==> config.mk <==
export PLATFORM = sky130hd
export DESIGN_NAME = ff_bank
export DESIGN_NICKNAME = d
export VERILOG_FILES = /design/src/rtl/ff_bank_pkg.sv /design/src/rtl/ff_cell.sv /design/src/rtl/ff_bank.sv
export SDC_FILE = /design/constraint.sdc
export NUM_CORES = 1
export LEC_CHECK = 0
export CORE_MARGIN = 2
export CORE_UTILIZATION = 45
export CTS_CLUSTER_DIAMETER = 50
export DETAILED_ROUTE_END_ITERATION = 6
export PLACE_DENSITY = 0.74
export RECOVER_POWER = 100
export REMOVE_ABC_BUFFERS = 1
export SLEW_MARGIN = 15
export SYNTH_ARGS = -nofsm -noshare
export SYNTH_HDL_FRONTEND = slang
export SYNTH_HIERARCHICAL = 1
export SYNTH_SLANG_ARGS = --single-unit
==> constraint.sdc <==
create_clock -name clk -period 2.06 [get_ports clk]
set_input_delay 0.206 -clock clk [delete_from_list [all_inputs] [get_ports clk]]
set_output_delay 0.206 -clock clk [all_outputs]
set_load 0.005 [all_outputs]
==> src/rtl/ff_bank_pkg.sv <==
// rtl/ff_bank_pkg.sv - shared types and constants for the ff_bank flip-flop bank
package ff_bank_pkg;

  // Flip-flop personality, shared by every channel of the bank.
  typedef enum logic [1:0] {
    FF_D  = 2'd0,
    FF_T  = 2'd1,
    FF_JK = 2'd2,
    FF_SR = 2'd3
  } ff_mode_e;

  // Resolution of the S=R=1 input in SR mode.
  localparam int SR_HOLD = 0;
  localparam int SR_SET  = 1;
  localparam int SR_RST  = 2;

  // True when a policy value is one the cell knows how to build.
  function automatic bit sr_policy_ok(input int policy);
    return (policy == SR_HOLD) || (policy == SR_SET) || (policy == SR_RST);
  endfunction

endpackage

==> src/rtl/ff_cell.sv <==
// rtl/ff_cell.sv - one storage bit with selectable D/T/JK/SR behaviour
import ff_bank_pkg::*;

module ff_cell #(
  parameter int SR_POLICY = SR_HOLD
) (
  input  logic       clk,
  input  logic       rst,
  input  logic       rst_val,
  input  logic       en,
  input  logic [1:0] mode,
  input  logic       a,
  input  logic       b,
  output logic       q,
  output logic       conflict
);

  logic q_r;
  logic q_next;
  logic sr_both;

  // Value taken when S and R are both asserted; fixed at build time so the
  // forbidden input never produces an unknown.
  always_comb begin
    sr_both = q_r;
    if (SR_POLICY == SR_SET) begin
      sr_both = 1'b1;
    end else if (SR_POLICY == SR_RST) begin
      sr_both = 1'b0;
    end
  end

  // Next-state selection for the active personality; disabled cells hold.
  always_comb begin
    q_next = q_r;
    if (en) begin
      case (mode)
        FF_D:    q_next = a;
        FF_T:    q_next = q_r ^ a;
        FF_JK: begin
          case ({a, b})
            2'b00:   q_next = q_r;
            2'b01:   q_next = 1'b0;
            2'b10:   q_next = 1'b1;
            default: q_next = ~q_r;
          endcase
        end
        default: begin
          case ({a, b})
            2'b00:   q_next = q_r;
            2'b01:   q_next = 1'b0;
            2'b10:   q_next = 1'b1;
            default: q_next = sr_both;
          endcase
        end
      endcase
    end
  end

  // Conflict is only meaningful for an enabled SR cell with both inputs high.
  always_comb begin
    conflict = en & (mode == FF_SR) & a & b;
  end

  // State register with synchronous reset to the per-cell reset value.
  always_ff @(posedge clk) begin
    if (rst) begin
      q_r <= rst_val;
    end else begin
      q_r <= q_next;
    end
  end

  assign q = q_r;

endmodule

==> src/rtl/ff_bank.sv <==
// rtl/ff_bank.sv - WIDTH-channel flip-flop bank with SR conflict reporting
import ff_bank_pkg::*;

module ff_bank #(
  parameter int               WIDTH     = 8,
  parameter logic [WIDTH-1:0] RST_VAL   = '0,
  parameter int               SR_POLICY = 0,
  parameter int               CNT_W     = 8
) (
  input  logic             clk,
  input  logic             rst,
  input  logic             en,
  input  logic [1:0]       mode,
  input  logic [WIDTH-1:0] a,
  input  logic [WIDTH-1:0] b,
  input  logic             err_clr,
  output logic [WIDTH-1:0] q,
  output logic [WIDTH-1:0] q_bar,
  output logic [WIDTH-1:0] err_flag,
  output logic [CNT_W-1:0] err_cnt,
  output logic             err_pulse
);

  // Unsupported build parameters stop elaboration rather than build silently.
  if (!sr_policy_ok(SR_POLICY)) begin : g_bad_policy
    $error("ff_bank: SR_POLICY must be 0, 1 or 2");
  end
  if (WIDTH < 1 || WIDTH > 64) begin : g_bad_width
    $error("ff_bank: WIDTH must be in 1..64");
  end
  if (CNT_W < 1) begin : g_bad_cnt_w
    $error("ff_bank: CNT_W must be at least 1");
  end

  localparam logic [CNT_W-1:0] CNT_ONE = CNT_W'(1);
  localparam logic [CNT_W-1:0] CNT_MAX = {CNT_W{1'b1}};

  logic [WIDTH-1:0] q_int;
  logic [WIDTH-1:0] conflict;
  logic             any_conflict;
  logic [WIDTH-1:0] flag_r;
  logic [WIDTH-1:0] flag_next;
  logic [CNT_W-1:0] cnt_r;
  logic [CNT_W-1:0] cnt_base;
  logic [CNT_W-1:0] cnt_next;
  logic             pulse_r;

  for (genvar i = 0; i < WIDTH; i++) begin : g_cell
    ff_cell #(
      .SR_POLICY(SR_POLICY)
    ) u_cell (
      .clk     (clk),
      .rst     (rst),
      .rst_val (RST_VAL[i]),
      .en      (en),
      .mode    (mode),
      .a       (a[i]),
      .b       (b[i]),
      .q       (q_int[i]),
      .conflict(conflict[i])
    );
  end

  assign any_conflict = |conflict;

  // Sticky flags: clear first, then OR in this cycle's events so a conflict
  // coinciding with err_clr is still recorded.
  always_comb begin
    flag_next = (err_clr ? '0 : flag_r) | conflict;
  end

  // Counter counts conflict cycles (not conflicting channels) and saturates.
  always_comb begin
    cnt_base = err_clr ? '0 : cnt_r;
    cnt_next = cnt_base;
    if (any_conflict && (cnt_base != CNT_MAX)) begin
      cnt_next = cnt_base + CNT_ONE;
    end
  end

  // Error bookkeeping registers; reset beats any conflict in the same cycle.
  always_ff @(posedge clk) begin
    if (rst) begin
      flag_r  <= '0;
      cnt_r   <= '0;
      pulse_r <= 1'b0;
    end else begin
      flag_r  <= flag_next;
      cnt_r   <= cnt_next;
      pulse_r <= any_conflict;
    end
  end

  assign q         = q_int;
  assign q_bar     = ~q_int;
  assign err_flag  = flag_r;
  assign err_cnt   = cnt_r;
  assign err_pulse = pulse_r;

endmodule

==> results.json <==
{
  "status": "finished clean",
  "fin_ws_ns": 0.0821,
  "r2r_start": "err_cnt[1]",
  "num_vias": 2299,
  "ys_ff_latch": 25,
  "synth_edf_count": 8,
  "design.portCount": 55,
  "clk_path_buf_depth": 2,
  "cts-resized-gates": 0,
  "hp-start": "rst",
  "r2r_slack_ns": 0.25,
  "fmax_ghz": 0.506,
  "avgSynthCellArea_sq_um": 7.89,
  "crit_path_end_kind": "register",
  "cts_hold_buffers": 0,
  "min_delay_worst_endpoint": "err_flag[5]",
  "final_common_cell": "dlygate4sd3_1",
  "cts_tree": "yes",
  "synth_area_leaders": "dfxtp_1 15%, ha_1 14%, edfxtp_1 11%",
  "cp_data_required_time_ns": 2.28,
  "slew_violations": 0,
  "maxCapViolCount": 0,
  "rsz0062_at_grt": "false",
  "via_per_inst": 5.25,
  "slowest_delay_ns": 0.56,
  "place_congestion": 0.863,
  "grt_max_degree": 40,
  "htreeDepth": 1,
  "placed_cells": 434,
  "portBuffers": 54,
  "drt_iter0_drc": 64,
  "dieArea_sq_um": 5620,
  "dpl_worst_slack_ns": -0.179,
  "overflow": 0,
  "core_area_sq_um": 4790,
  "postRouteAntennaNets": 0,
  "dr.pass1.iters": 4,
  "crit_type": "in2reg",
  "cp_max_fo": 3,
  "worstPathCellList": "dlygate4sd3_1 -> and2b_1 -> ha_1 -> and4b_1 -> and3_4 -> or4_1 -> a21oi_1",
  "synth-main-ff-cell": "dfxtp_1",
  "synthDominantCellAreaShare_pct": 15.0,
  "clkSlewWorstSetupHoldPaths_ns": 0.09,
  "hpwl_mm": 4.24,
  "grt_pass1_wl_mm": 9.18,
  "regArea_sq_um": 581,
  "final_nets": 419,
  "crit_family": "simple AND/OR/NAND/NOR gates",
  "slowest_stage": "dlygate4sd3_1",
  "startpoint_type": "primary input",
  "yosys_warnings": 6,
  "finalCritPeriodShare_pct": 96.0,
  "multiInputGateArea_sq_um": 1580,
  "max-slew-margin-rel_pct": 48.3,
  "startpoint": "err_clr",
  "yosysUniqueCellTypes": 41,
  "holdWs_ns": 0.490,
  "num-fill-cells": 440,
  "insertion_delay_ns": 0.28,
  "min_period_ns": 1.98,
  "syn-cell-area_sq_um": 2260,
  "hold_class": "in2reg",
  "wl_per_cell_um": 12.3,
  "cellPowerDensity_nw_per_um2": 407,
  "stdcell_count": 438,
  "ir_drop_v": 0.000219,
  "p_leak_nw": 1.41,
  "clkSinkCount": 25,
  "numCtsBuffers": 3,
  "die_height_um": 74.9,
  "fin_worst_skew_ns": 0.00168,
  "critPathArrivalTime_ns": 2.19,
  "layout_common_cells": "38 x dlygate4sd3_1, 27 x nor2_1, 27 x nand2_1",
  "hold_viol_final": 0,
  "start_util_pct": 47.3,
  "placed_cell_area_sq_um": 3090,
  "drt_wl_total_mm": 5.39,
  "drc": 0,
  "synth_seq_area_share_pct": 25.6,
  "worstMarginPinSlew_ns": 0.775,
  "setup-violations-final": 0,
  "grt_pass1_vias": 2055,
  "synthArstFlopShare_pct": 0,
  "path_buf_inv": 1,
  "antenna_cells": 0,
  "final_area_sq_um": 3120,
  "die_width_um": 74.9,
  "grt_use_total_pct": 20.4,
  "antenna_found_initial": 0,
  "layout-drive-gt1-share_pct": 10.2,
  "area_growth_pct": 37.8,
  "yosys.area.top_type": "dfxtp_1",
  "syn_inst": 287,
  "cts_root_buf": "clkbuf_8",
  "rows": 25,
  "rr_endpoint": "err_cnt[3]",
  "post-cts-setup-buffer-count": 0,
  "holdPathStages": 2,
  "rr_worst_depth": 6
}
[kinds of logic (layout without fill, tap and decap cells)]
group	Yosys count	after routing	synth area share, %
buf+inv	31	108	5.64
flops	25	25	25.6
other cells	1	8	0.166
fa+ha+maj	25	25	13.8
compound gates	63	63	21.3
mux	1	1	0.497
simple gates	141	141	32.9
[registers in the layout, summed over array words and instances, names as in the netlist]
signal,flops
err_pulse,1
err_flag,8
g_cell.u_cell/q,8
err_cnt,8
[per-layer routing]
metal / wire [um] / part of all wire, % / vias up / GRT usage, %
met1: 2550 / 47 / 1073 / 27.2
li1: - / - / 1166 / -
met4: 80 / 1.5 / 0 / 5.95
met5: 0 / 0 / - / 0
met3: 148 / 2.7 / 9 / 2.01
met2: 2610 / 48 / 51 / 35.1
[worst reg2reg max path, stage by stage (launching register included)]
cell	delay, ns
dfxtp_1	0.35
and2b_1	0.18
ha_1	0.22
and4b_1	0.23
and3_4	0.18
or4_1	0.46
a21oi_1	0.14
[synthesized netlist by cell type, types with 10 or more instances]
library cell / instances
nor2_1: 27
nand3_1: 22
a21oi_1: 22
nand2b_1: 17
nand2_1: 27
dfxtp_1: 17
nor3b_1: 10
ha_1: 25
nor2b_1: 16
inv_1: 25
[per-stage QoR]
| step | setup TNS [ns] | total power [W] | util, % |
|---|---|---|---|
| floorplan | 0 | 0.000758 | - |
| global placement | -0.509 | 0.000996 | 64.5 |
| detailed placement | -0.802 | 0.00101 | 64.5 |
| CTS | 0 | 0.00130 | 65.4 |
| global route | 0 | 0.00135 | 65.2 |
| finish | 0 | 0.00127 | 65.2 |
[final cells by class]
class                   count  area share (%)
inverters                  26            3.13
clock inverters             1           0.160
well taps                  67            2.69
multi-input cells         238            50.7
flip-flops and latches     25            18.6
repair buffers             78            23.4
clock buffers               3            1.32
[where the power goes]
part | switching, W | total [W] | internal [W]
logic | 0.000195 | 0.000409 | 0.000214
clock network | 0.000164 | 0.000300 | 0.000136
registers | 0.0000248 | 0.000562 | 0.000537
total | 0.000384 | 0.00127 | 0.000887
[how the worst max path moves through the flow]
| stage | end | depth (start not counted) |
|---|---|---|
| CTS | err_cnt[5] | 8 |
| finish | err_cnt[3] | 7 |
| global placement | err_cnt[5] | 8 |
| detailed placement | err_cnt[5] | 8 |
| global route | err_cnt[3] | 7 |
| floorplan | err_cnt[3] | 6 |
Note: power is estimated with default switching activity, not from simulation.
==> RTL edit 1: new RTL, same settings <==
Reset style: asynchronous (`rst`), changed in one clocked block. Comments in the files are not updated.
--- a/src/rtl/ff_bank.sv
+++ b/src/rtl/ff_bank.sv
@@ -80,5 +80,5 @@
 
   // Error bookkeeping registers; reset beats any conflict in the same cycle.
-  always_ff @(posedge clk) begin
+  always_ff @(posedge clk or posedge rst) begin
     if (rst) begin
       flag_r  <= '0;
Check against the original RTL: differs if rst is asserted again (counterexample within 4 cycles, from zero or initial values and one cycle with rst high); with rst held inactive, the same outputs for 10 cycles.
==> RTL edit 1 against the unedited design <==
- final cell count down 2.3%
- via count decreased by 4.0%
- die area grew 0.90%
- cell area up 2.4%
- non-clock buffer count is 5 higher
- sequential cell count stayed put
- synthesized area is 0.94% higher
- total power rose by 4.0%
- sequential power is 3% higher
- global-route usage up 0.93 points
- routed wire length increased by 4.1%
- combinational power rose by 9.5%
- synthesized cell count fell by 6.3%
- setup slack gained 0.058 ns
- highest routed layer unchanged
==> RTL edit 1: results (changes against the unedited design) <==
Outcome
  – Outcome: finished, final reports clean (unchanged)

Place
  – GP Congestion: 0.886 (was 0.863)
  – HPWL reported at the end of detailed placement: 4340 um (was 4240 um)

STA
  – Worst clock skew: 0.00341 ns (was 0.00168 ns)

Cells and area
  – Reg area: 666 um^2 (was 581 um^2)
  – Fin nets: 409 (was 419)
  – Buffer share of cell area: 24.1% (was 23.4%)
  – Clock buf count: 4 (was 3)
  – Share of layout cells above drive strength 1: 11.4% (was 10.2%)
  – Buffers, non-clock: 83 (was 78)
  – Seq_cells: 25 (unchanged)
  – Fillers: 426 (was 440)
  – Multi-input combinational area share: 47.8% (was 50.7%)
  – Clock-cell share: 1.41% (was 1.48%)

Min path
  – Hold Crit Class: reg -> reg (was in -> reg)

Pwr
  – Maximum vdd ir drop: 0.000424 V (was 0.000219 V)
  – Sw frac: 29.8% (was 30.2%)

Global routing
  – Vias in the first global route: 2081 (was 2055)
  – Pin count of the biggest net entering global routing: 26 (was 40)

Detailed routing
  – WL per Instance: 13.1 um (was 12.3 um)
  – Vias/cell: 5.15 (was 5.25)
  – DRT iter0 DRCs: 101 (was 64)

Setup path
  – CP Max Fanout: 5 (was 3)
  – Critical Path AT: 2.08 ns (was 2.19 ns)

Logic synthesis
  – Synth cell count leaders: 27 x nand2_1, 26 x inv_1, 25 x ha_1 (was 27 x nand2_1, 27 x nor2_1, 25 x ha_1, 25 x inv_1)
  – Top post-synthesis cells by area: dfrtp_1 19%, ha_1 14%, edfxtp_1 11%, o41ai_2 5.7%, nor2b_1 5.5% (was dfxtp_1 15%, ha_1 14%, edfxtp_1 11%, o41ai_2 5.7%, a21oi_1 4.9%)
  – Yosys cell types: 30 (was 41)
  – Ys flop type: dfrtp_1 (was dfxtp_1)
  – Share of the yosys chip area belonging to registers: 29.1% (was 25.6%)
[RTL edit 1: cell types whose count changed after synthesis, moves of 3 or more]
cell      before  now
a21o_1         8   16
a21oi_1       22   11
clkbuf_1       3    0
dfrtp_1        0   17
dfxtp_1       17    0
nor2_1        27   19
nor2b_1       16   20
[RTL edit 1: worst paths after layout]
kind,slack [ns],cells after the start,startpoint,endpoint
max,0.14,7,err_clr,err_cnt[1]
min,0.50,1,err_flag[1],err_flag[1]
max reg2reg,0.30,6,err_cnt[0],err_cnt[1]
min reg2reg,0.50,1,err_flag[1],err_flag[1]
max in group asynchronous,0.64,3,rst,err_cnt[1]
min in group asynchronous,1.00,3,rst,err_flag[5]
[RTL edit 1: power by group through the flow]
stage	clock, mW	combinational (mW)	sequential (mW)
final	0.294	0.448	0.580
after global routing	0.322	0.499	0.586
after CTS	0.302	0.476	0.582
after detailed placement	0	0.474	0.593
after global placement	0	0.463	0.591
after floorplan	0	0.197	0.590
[RTL edit 1: worst max-delay path: stages]
cell           delay [ns]
dlygate4sd3_1        0.59
nor2b_1              0.21
ha_1                 0.25
nand3_1              0.11
nor3_2               0.28
nor2_1               0.11
mux2_1               0.32
[RTL edit 1: cell families (layout without fill, tap and decap cells)]
| kind of cell | after synthesis | after routing | synth area share [%] |
|---|---|---|---|
| AOI/OAI and AO/OA | 56 | 56 | 19.9 |
| xor gates and xnor gates | 2 | 2 | 0.766 |
| adders and majority gates | 25 | 25 | 13.7 |
| buffers and inverters | 29 | 114 | 5.25 |
| DFF | 25 | 25 | 29.1 |
| muxes | 2 | 2 | 0.985 |
| other | 1 | 8 | 0.164 |
| and+or+nand+nor | 129 | 129 | 30.2 |
[RTL edit 1: metrics by stage]
| stage | worst slack, ns | std cells | instance area, um^2 | power (mW) | hold slack [ns] |
|---|---|---|---|---|---|
| global route | 0.0291 | 428 | 3200 | 1.41 | 0.527 |
| CTS | 0.145 | 428 | 3210 | 1.36 | 0.508 |
| global placement | -0.109 | 424 | 3160 | 1.05 | 0.489 |
| detailed placement | -0.145 | 424 | 3160 | 1.07 | 0.489 |
| floorplan | 0.431 | 274 | 2290 | 0.787 | 0.132 |
| finish | 0.140 | 428 | 3200 | 1.32 | 0.501 |
[RTL edit 1: metal layers]
| metal | wire (um) | track usage (%) |
|---|---|---|
| met1 | 2630 | 29.1 |
| met2 | 2640 | 35.3 |
| met4 | 119 | 6.63 |
| met3 | 221 | 3.08 |
| met5 | 0 | 0 |
[RTL edit 1: what timing repair did]
item / in CTS / in global routing
endpoints found under the setup margin: 0 / 1
gates resized for setup: 0 / 2
endpoints found under the hold margin: 0 / 0
==> RTL edit 2: new RTL, same flow settings <==
Made on the original files. The parameter `WIDTH` goes from 8 to 9.
--- a/src/rtl/ff_bank.sv
+++ b/src/rtl/ff_bank.sv
@@ -3,5 +3,5 @@
 
 module ff_bank #(
-  parameter int               WIDTH     = 8,
+  parameter int               WIDTH     = 9,
   parameter logic [WIDTH-1:0] RST_VAL   = '0,
   parameter int               SR_POLICY = 0,
Interface: changed (5 resized); port bits go from 55 to 60. No check against the original RTL was run, so the function may have changed too.
==> RTL edit 2 against the unedited design <==
- critical path depth did not move
- cell area is 9.9% higher
- non-clock buffer count increased by 8
- synthesized cell count increased by 11%
- routed wire length up 12%
- sequential share of layout area decreased by 0.22 points
- first-iteration DRC count rose by 130%
- count of clock-buffer cells in the layout up 1
- synthesized area grew 11%
- total power rose by 8.9%
- sequential cell count increased by 2
- setup slack better by 0.035 ns
- largest power group unchanged
==> RTL edit 2: results (changes against the unedited design) <==
Detailed routing
  – WL met1: 2820 um (was 2550 um)
  – Final wirelength: 6010 um (was 5390 um)
  – Metal2 WL: 2900 um (was 2610 um)
  – DRT iter0 DRCs: 148 (was 64)
  – Via count: 2498 (was 2299)

Global routing
  – GRT Total Usage: 19.7% (was 20.4%)
  – Vias in the first global route: 2257 (was 2055)
  – Pin count of the biggest net entering global routing: 30 (was 40)
  – Met3 usage: 1.59% (was 2.01%)
  – Global-route wire length before repair: 10200 um (was 9180 um)

Cells and area
  – Reg area: 631 um^2 (was 581 um^2)
  – Clock-cell share: 1.31% (was 1.48%)
  – Seq_cells: 27 (was 25)
  – Buffers, non-clock: 86 (was 78)
  – Share of layout cells above drive strength 1: 10.7% (was 10.2%)
  – Fraction of area in registers: 18.4% (was 18.6%)
  – Inverters, non-clock: 29 (was 26)
  – Buffer share of cell area: 23.2% (was 23.4%)
  – Clock buf count: 4 (was 3)

Place
  – DP Worst Slack: -0.105 ns (was -0.179 ns)
  – GP Congestion: 0.850 (was 0.863)
  – Placed Instance Area: 3400 um^2 (was 3090 um^2)

Pwr
  – Sw frac: 30.3% (was 30.2%)
  – Seq group: 610 uW (was 562 uW)
  – Gate power share: 33.4% (was 32.2%)
  – Maximum vdd ir drop: 0.000233 V (was 0.000219 V)
  – PwrDens: 403 nW/um^2 (was 407 nW/um^2)

STA
  – Worst clock skew: 0.000788 ns (was 0.00168 ns)
  – Least-Margin Pin Slew: 0.537 ns (was 0.775 ns)

Outcome
  – Outcome: finished, final reports clean (unchanged)

Setup path
  – Critical Path AT: 2.11 ns (was 2.19 ns)
  – R2r setup slk: 0.30 ns (was 0.25 ns)

Logic synthesis
  – Synth cell count leaders: 30 x nor2_1, 29 x nand2_1, 28 x ha_1, 28 x inv_1, 23 x nand3_1 (was 27 x nand2_1, 27 x nor2_1, 25 x ha_1, 25 x inv_1)
  – Share of the yosys chip area belonging to registers: 25.0% (was 25.6%)
  – Post-Syn Area: 2520 um^2 (was 2260 um^2)
  – Number of synthesized flops with an enable pin: 9 (was 8)
  – Post-Syn Instances: 318 (was 287)
-- RTL edit 2: logic make-up (layout without fill, tap and decap cells) --
kind of cell | after synthesis | in the layout | share of synthesized area, %
AND/OR/NAND/NOR | 157 | 157 | 33.1
AO/OA/AOI/OAI | 66 | 66 | 20.0
buffers and inverters | 35 | 119 | 6.15
adder cells (fa/ha/maj) | 28 | 28 | 13.9
flip-flops | 27 | 27 | 25.0
multiplexers | 4 | 4 | 1.69
other | 1 | 9 | 0.149
-- RTL edit 2: worst min-delay path by stage --
stage	cells past startpoint	to	startpoint	slack, ns
2_1_floorplan	1	err_cnt[0]	rst	0.28
3_3_place_gp	2	err_flag[0]	err_flag[0]	0.50
3_5_place_dp	2	err_flag[0]	err_flag[0]	0.50
4_1_cts	2	err_flag[8]	rst	0.32
5_1_grt	2	err_flag[0]	rst	0.34
6_report	2	err_flag[8]	rst	0.31
